$ cat src/rtl/alu_pkg.sv
// Shared types for the sequential logic unit: operation codes, FSM states and
// the slice-counter width rule.
package alu_pkg;

  typedef enum logic [1:0] {OP_AND, OP_OR, OP_XOR, OP_NOR} logic_op_t;

  typedef enum logic [1:0] {S_IDLE, S_RUN, S_DONE} lu_state_t;

  // A single-slice configuration still needs a 1-bit counter.
  function automatic int cnt_width(input int slices);
    return (slices > 1) ? $clog2(slices) : 1;
  endfunction

endpackage

$ cat src/rtl/logic_slice.sv
// Combinational W-bit bitwise operator; no carries cross bit positions.
module logic_slice
  import alu_pkg::*;
#(
  parameter int W = 8
) (
  input  logic [W-1:0] X,
  input  logic [W-1:0] Y,
  input  logic_op_t    OP,
  output logic [W-1:0] Z
);

  always_comb begin
    Z = '0;
    case (OP)
      OP_AND: Z = X & Y;
      OP_OR:  Z = X | Y;
      OP_XOR: Z = X ^ Y;
      OP_NOR: Z = ~(X | Y);
    endcase
  end

endmodule

$ cat src/rtl/logic_unit_seq.sv
// Multi-cycle N-bit logic unit: captures operands on the input handshake,
// evaluates one SLICE per cycle LS-first, then holds F/ZERO until accepted.
module logic_unit_seq
  import alu_pkg::*;
#(
  parameter int N     = 32,
  parameter int SLICE = 8
) (
  input  logic         CLK,
  input  logic         RST_N,
  input  logic         IN_VALID,
  output logic         IN_READY,
  input  logic [N-1:0] A,
  input  logic [N-1:0] B,
  input  logic [1:0]   OP,
  output logic         OUT_VALID,
  input  logic         OUT_READY,
  output logic [N-1:0] F,
  output logic         ZERO
);

  localparam int NS = N / SLICE;
  localparam int CW = cnt_width(NS);

  generate
    if ((N % SLICE) != 0) begin : g_width_check
      $error("logic_unit_seq: N (%0d) must be a multiple of SLICE (%0d)", N, SLICE);
    end
  endgenerate

  lu_state_t      state_reg;
  logic [CW-1:0]  cnt_reg;
  logic [N-1:0]   a_reg;
  logic [N-1:0]   b_reg;
  logic_op_t      op_reg;
  logic [N-1:0]   f_reg;
  logic [N-1:0]   f_next;
  logic           zero_reg;
  logic           out_valid_reg;
  logic           in_ready_reg;

  logic [SLICE-1:0] a_slices [NS];
  logic [SLICE-1:0] b_slices [NS];
  logic [SLICE-1:0] a_sel;
  logic [SLICE-1:0] b_sel;
  logic [SLICE-1:0] z_slice;

  // Split operands into slices once so a single evaluator can be muxed on cnt.
  generate
    for (genvar gi = 0; gi < NS; gi++) begin : g_slices
      assign a_slices[gi] = a_reg[gi*SLICE +: SLICE];
      assign b_slices[gi] = b_reg[gi*SLICE +: SLICE];
      assign f_next[gi*SLICE +: SLICE] =
        (cnt_reg == CW'(gi)) ? z_slice : f_reg[gi*SLICE +: SLICE];
    end
  endgenerate

  assign a_sel = a_slices[cnt_reg];
  assign b_sel = b_slices[cnt_reg];

  logic_slice #(
    .W (SLICE)
  ) u_slice (
    .X  (a_sel),
    .Y  (b_sel),
    .OP (op_reg),
    .Z  (z_slice)
  );

  always_ff @(posedge CLK) begin
    if (!RST_N) begin
      state_reg     <= S_IDLE;
      cnt_reg       <= '0;
      a_reg         <= '0;
      b_reg         <= '0;
      op_reg        <= OP_AND;
      f_reg         <= '0;
      zero_reg      <= 1'b0;
      out_valid_reg <= 1'b0;
      in_ready_reg  <= 1'b1;
    end else begin
      case (state_reg)
        S_IDLE: begin
          if (IN_VALID && in_ready_reg) begin
            a_reg        <= A;
            b_reg        <= B;
            op_reg       <= logic_op_t'(OP);
            cnt_reg      <= '0;
            f_reg        <= '0;
            in_ready_reg <= 1'b0;
            state_reg    <= S_RUN;
          end
        end
        S_RUN: begin
          f_reg   <= f_next;
          cnt_reg <= cnt_reg + 1'b1;
          // ZERO comes from the completed word, not the partial one.
          if (cnt_reg == CW'(NS - 1)) begin
            zero_reg      <= (f_next == '0);
            out_valid_reg <= 1'b1;
            state_reg     <= S_DONE;
          end
        end
        S_DONE: begin
          if (OUT_READY) begin
            out_valid_reg <= 1'b0;
            in_ready_reg  <= 1'b1;
            state_reg     <= S_IDLE;
          end
        end
        default: begin
          out_valid_reg <= 1'b0;
          in_ready_reg  <= 1'b1;
          state_reg     <= S_IDLE;
        end
      endcase
    end
  end

  assign IN_READY  = in_ready_reg;
  assign OUT_VALID = out_valid_reg;
  assign F         = f_reg;
  assign ZERO      = zero_reg;

endmodule

$ cat config.mk
export PLATFORM = sky130hd
export DESIGN_NAME = logic_unit_seq
export DESIGN_NICKNAME = d
export VERILOG_FILES = /design/src/rtl/alu_pkg.sv /design/src/rtl/logic_slice.sv /design/src/rtl/logic_unit_seq.sv
export SDC_FILE = /design/constraint.sdc
export NUM_CORES = 1
export LEC_CHECK = 0
export CAP_MARGIN = 15
export CORE_AREA = 2 2 126 128
export DETAILED_ROUTE_END_ITERATION = 12
export DIE_AREA = 0 0 128 130
export GPL_ROUTABILITY_DRIVEN = 0
export GPL_TIMING_DRIVEN = 0
export PLACE_DENSITY = 0.64
export SLEW_MARGIN = 15
export SYNTH_ARGS = -nofsm -noshare
export SYNTH_HDL_FRONTEND = slang
export SYNTH_SLANG_ARGS = --single-unit
$ cat constraint.sdc
create_clock -name CLK -period 3.55 [get_ports CLK]
set_input_delay 0.71 -clock CLK [delete_from_list [all_inputs] [get_ports CLK]]
set_output_delay 0.71 -clock CLK [all_outputs]
set_load 0.01 [all_outputs]
## Yosys cells after proc, flatten, opt, wreduce, memory -nomap -nowiden

Cells that the tools add are included.

| operators by class | value |
|---|---|
| add/subtract/negate cells | 1 |
| reduce and logical (&&, ||, !) cells | 12 |
| bitwise logic cells | 7 |
| equality and inequality tests | 11 |
| $lt $le $gt $ge | 1 |
| mux-type cells | 25 |

Operators with widths:

| operator | number |
|---|---|
| 8-bit 2-to-1 mux | 8 |
| 32-bit case mux with 2 select lines | 1 |
| 8-bit binary-select mux with 2-bit select | 2 |
| 32-bit zero test | 1 |
| 32-bit 2-to-1 mux | 1 |
| 8-bit case mux with 4 select lines | 1 |
| 2-bit == test, second input constant | 5 |
| 3-bit AND reduction | 3 |
| 8-bit bitwise AND | 1 |
| 2-bit 2-to-1 mux | 4 |
| 8-bit inverter | 1 |
| 8-bit bitwise OR | 1 |
| 8-bit XOR | 1 |
| 2-bit by 1-bit == test with 1-bit output, second input constant | 3 |
| 2-bit zero test | 3 |
| 2-bit != test, second input constant | 3 |
| 1-bit case mux with 3 select lines | 2 |
| 2-bit case mux with 3 select lines | 1 |
| 2-bit AND reduction | 3 |
| 1-bit 2-to-1 mux | 4 |
| 2-bit case mux with 2 select lines | 1 |
| 3-bit greater-or-equal comparator, second input constant | 1 |
| 2-bit inverter with 3-bit output | 1 |
| 2-bit by 1-bit adder with 2-bit output, second input constant | 1 |
| 3 further kinds | 4 |

| word-level totals | value |
|---|---|
| flip-flop bits (word level) | 105 |

## Logic depth before layout (Yosys ltp)

| logic depth | value |
|---|---|
| depth after elaboration | 9 |
| depth in mapped cells | 11 |

## Cells and area by module

Synthesis repeated with hierarchy kept, for this count alone.

| unflattened totals | value |
|---|---|
| cells, all modules | 544 |
| area total of the unflattened synthesis | 5023.6 sq um |

By module, submodules not included:

| module | cells an instance | times used | seq. area each (sq um) | area an instance (sq um) |
|---|---|---|---|---|
| logic_unit_seq | 485 | 1 | 2102.0 | 4496.8 |
| logic_slice | 59 | 1 | 0.0 | 526.8 |

## Worst setup path after synthesis

No wires, ideal clock.

| path | value |
|---|---|
| kind | register to register |
| from | register cnt_reg[0] |
| to | register zero_reg (netlist: ZERO) |
| required time | 3481 ps |
| setup slack | 544 ps |
| cell stages (with the launch flop) | 12 |
| arrival time | 2937 ps |
| library setup time | 69 ps |
| path buffers | 2 |
| clock period less this slack | 3006 ps |
| path through | dfxtp_1 -> buf_2 -> buf_2 -> mux4_2 -> inv_1 -> ha_1 -> nand2b_1 -> o32ai_1 -> o21ai_0 -> o221a_2 -> or4_1 -> o21ai_1 |

| on the way | value |
|---|---|
| word-level cells in the longest chain between the ends | 9 |
| elaborated cells between the ends (all ways) | 22 |
| classes of those cells | eq/ne (3); mux (11); bitwise (5); reduce/logical (3) |

Ends and longest elaborated chain:

| item | RTL line | source |
|---|---|---|
| from (decl) | logic_unit_seq.sv:32 | `logic [CW-1:0] cnt_reg;` |
| from (signal assigned) | logic_unit_seq.sv:96 | `cnt_reg <= cnt_reg + 1'b1;` |
| 2-bit inverter with 3-bit output (implied by the code) | logic_unit_seq.sv:58, logic_unit_seq.sv:59 |  |
| 8-bit binary-select mux with 2-bit select (on tied branches) | logic_unit_seq.sv:58, logic_unit_seq.sv:59 |  |
| 8-bit 2-to-1 mux (on tied branches) (2 in a row) | logic_unit_seq.sv:58, logic_unit_seq.sv:59 |  |
| 8-bit bitwise OR | logic_slice.sv:17, logic_slice.sv:19 |  |
| 8-bit inverter | logic_slice.sv:19 | `OP_NOR: Z = ~(X \| Y);` |
| 8-bit case mux with 4 select lines | logic_slice.sv:15 | `case (OP)` |
| 8-bit 2-to-1 mux | logic_unit_seq.sv:54 | `(cnt_reg == CW'(gi)) ? z_slice : f_reg[gi*SLICE +: SLICE];` |
| 32-bit zero test | logic_unit_seq.sv:99 | `zero_reg <= (f_next == '0);` |
| to (signal assigned) | logic_unit_seq.sv:99 |  |
| to (decl) | logic_unit_seq.sv:38 | `logic zero_reg;` |

Several ways; a longest one is shown, not always the timed one. The select of a mux whose other input is x is not followed.
A chain may end at the register's enable or synchronous reset.

## Worst setup path after layout

| path | value |
|---|---|
| from | register cnt_reg[1] |
| to | register zero_reg (netlist: ZERO) |

The elaborated chain is that of the path after synthesis.

==> results.py <==
metrics = {
    "floorplanning": {
        "rows": 46,
        "die_height_um": 130,
        "ios": 105,
        "die_area_um2": 16600,
        "core_um2": 15400,
        "start_util_pct": 34.0,
        "die_w_um": 128,
    },
    "detailed_routing": {
        "drtIter0Drc": 335,
        "drc": 0,
        "dr.pass1.iters": 5,
        "vias_per_cell": 5.21,
        "routed_wl_um": 15100,
        "wire_per_inst_um": 16.8,
        "vias": 4709,
        "ant_nets": 0,
    },
    "yosys": {
        "async_reset_ff_share_pct": 0,
        "ys_types": 55,
        "ys_warn_count": 0,
        "syn_avg_cell_area_um2": 8.86,
        "synthCells": 592,
        "syn-cell-area_um2": 5250,
        "seq_area_frac_synth_pct": 40.1,
        "synth-seq-cells": 105,
        "synth_edf_count": 0,
        "syn-num-nets": 682,
        "ys.flop_type": "dfxtp_1",
    },
    "setup_path": {
        "arrival_ps": 3700,
        "path_cells": "clkbuf_1 -> buf_2 -> mux4_2 -> inv_1 -> ha_1 -> nand2b_1 -> o32ai_1 -> o21ai_0 -> o221a_2 -> or4_1 -> o21ai_1",
        "worst_r2r_endpoint": "ZERO",
        "critical_path.max_stage_delay_ps": 490,
        "cp-start-kind": "register",
        "r2r_setup_slack_ps": 150,
        "crit_type": "register to register",
        "slowest_stage": "clkbuf_1",
        "r2r-start": "cnt_reg[1]",
        "r2r_cells": 11,
        "critPathMaxFanout": 10,
        "crit_buf_inv": 3,
        "worstPathRequired_ps": 3850,
        "endpoint_kind": "register",
        "path_delay_family": "buffers and inverters",
    },
    "final_layout": {
        "drive_gt1_share_pct": 7.02,
        "final_area_um2": 6820,
        "multiInputGateArea_um2": 2870,
        "fin_nets": 797,
        "seq_area_um2": 2100,
        "diodes": 0,
        "area_delta_synth_final_pct": 30.0,
        "final_core_util_pct": 44.2,
        "n_fill_cell": 1553,
    },
    "grt": {
        "antenna_found_initial": 0,
        "grt_pass1_vias": 4730,
        "overflow": 0,
        "track_usage_pct": 18.5,
        "grt_pass1_wl_um": 23800,
        "grt_max_degree": 17,
    },
    "timing": {
        "setup_viol": 0,
        "finalWorstSetupSlack_ps": 152,
        "tns_ps": 0,
        "worstMarginPinSlew_ps": 974,
        "timing.final.crit_share_pct": 95.7,
        "whs_ps": 463,
        "relSlewSlack_pct": 34.7,
        "final_max_slew_viol_count": 0,
        "min_period_ps": 3400,
        "skew_ps": 11.8,
        "max_freq_mhz": 294,
        "hold_viol": 0,
        "rsz0062_at_grt": "true",
    },
    "min_path": {
        "min_path_cells": 2,
        "hold_end": "b_reg[29]",
        "worstHoldStart": "b_reg[29]",
        "hold_path.class": "register to register",
    },
    "placed_design": {
        "place_area_um2": 6530,
        "preCtsSetupSlack_ps": -88.0,
        "hpwl_um": 11600,
        "numPortBuffers": 104,
    },
    "power_and_ir_drop": {
        "power_density_nw_per_um2": 398,
        "leakage_uw": 0.00236,
        "ir_drop_mv": 0.234,
    },
    "clock_tree": {
        "cts_tree": "done",
        "cts.htree.levels": 3,
        "cts_made_buffers": 9,
        "clock_path_buffers": 2,
        "ctsHoldBuffers": 0,
        "cts-root-buf": "clkbuf_16",
        "cts_sinks": 105,
        "clk_pin_slew_ps": 80,
        "clock_latency_ps": 360,
    },
    "status": {
        "outcome": "complete, no violations",
    },
    "job": {
        "maxCapViolCount": 0,
    },
}
==> per-stage QoR <==
step / std cells / power (µW)
after floorplan: 592 / 1590
after global placement: 888 / 1780
after detailed placement: 888 / 1790
after CTS: 904 / 2730
after global routing: 904 / 2840
final: 904 / 2720
==> cell type report <==
| type | instances | area share (%) |
|---|---|---|
| clock buffers | 13 | 3.67 |
| plain buffers | 42 | 3.03 |
| inverters | 23 | 1.27 |
| flip-flops and latches | 105 | 30.8 |
| repair buffers | 104 | 15.3 |
| well taps | 192 | 3.52 |
| clock inverters | 3 | 0.367 |
| multi-input cells | 422 | 42.1 |
==> cell usage in the layout, fill, tap and decap left out, types with 2 or more instances in the layout <==
cell / netlist / routed
nor3_1: 5 / 5
a211oi_1: 9 / 7
nor2_1: 18 / 18
clkbuf_16: 0 / 9
buf_2: 8 / 7
mux2i_1: 6 / 6
a211oi_2: 0 / 2
mux2_2: 2 / 2
buf_6: 2 / 2
and2b_1: 2 / 2
nor2b_1: 32 / 32
a22oi_1: 31 / 31
or4_1: 2 / 2
and3b_1: 2 / 2
nand4_1: 2 / 2
ha_1: 20 / 20
nand2b_1: 3 / 3
inv_1: 22 / 22
nor4_1: 5 / 5
nor3b_1: 4 / 4
clkbuf_1: 25 / 28
a31oi_1: 3 / 3
nand3_1: 4 / 4
dfxtp_1: 105 / 105
or3_1: 2 / 2
clkdlybuf4s50_1: 0 / 104
mux4_2: 16 / 16
o311a_1: 2 / 2
a21boi_0: 69 / 69
and2_1: 2 / 2
nand2_1: 142 / 142
buf_1: 5 / 4
a21oi_1: 7 / 7
clkbuf_4: 0 / 2
o21ai_0: 10 / 10
o2111ai_1: 2 / 2
==> report_power, final <==
part / internal, µW / switching (µW) / leakage, µW
registers: 1230 / 32.0 / 0.000855
clock network: 501 / 441 / 0.000136
logic: 239 / 271 / 0.00136
total: 1970 / 744 / 0.00236
==> per-layer routing <==
layer	up-vias	track usage [%]	share of wire [%]
met1	2226	23.5	45
met5	-	0	0
li1	2285	-	-
met2	174	31.3	47
met3	24	2.95	5.6
met4	0	7.89	2.5
==> worst reg2reg max path, stage by stage (launching register included) <==
cell and delay [ps]:
dfxtp_1 370, clkbuf_1 490, buf_2 400, mux4_2 400, inv_1 80, ha_1 240
nand2b_1 150, o32ai_1 210, o21ai_0 170, o221a_2 260, or4_1 460, o21ai_1 120
==> cells by family (layout without fill, tap and decap cells) <==
logic type	count (synthesis)	after routing	synth area share (%)
buffers and inverters	65	185	5.46
AND/OR/NAND/NOR	230	230	20.0
adder cells (fa/ha/maj)	20	20	4.77
multiplexers	25	25	8.94
flip-flops	105	105	40.1
AO/OA/AOI/OAI	147	147	20.8
==> worst max path at each step <==
stage,to,cells past startpoint,start
floorplan,ZERO,11,cnt_reg[0]
global placement,ZERO,11,cnt_reg[1]
detailed placement,ZERO,11,cnt_reg[1]
CTS,ZERO,11,cnt_reg[0]
global route,ZERO,11,cnt_reg[1]
finish,ZERO,11,cnt_reg[1]
==> what timing repair did <==
item                       4_1_cts  5_1_grt
gates resized for setup          1        4
setup endpoints to repair       16       12
pin swaps                        0        0
setup buffers                    0        0
==> cell usage after synthesis, drive strengths merged (8+ instances only) <==
master	number	area share, %
a211oi	9	1.3
a21boi	69	9.9
a21oi	8	0.98
a22oi	31	4.4
buf	16	1.9
clkbuf	26	1.9
dfxtp	105	40
ha	20	4.8
inv	23	1.6
mux4	17	7.4
nand2	142	10
nor2	18	1.3
nor2b	32	3.8
o21ai	11	1.0
Power figures use the tool's default switching activity.
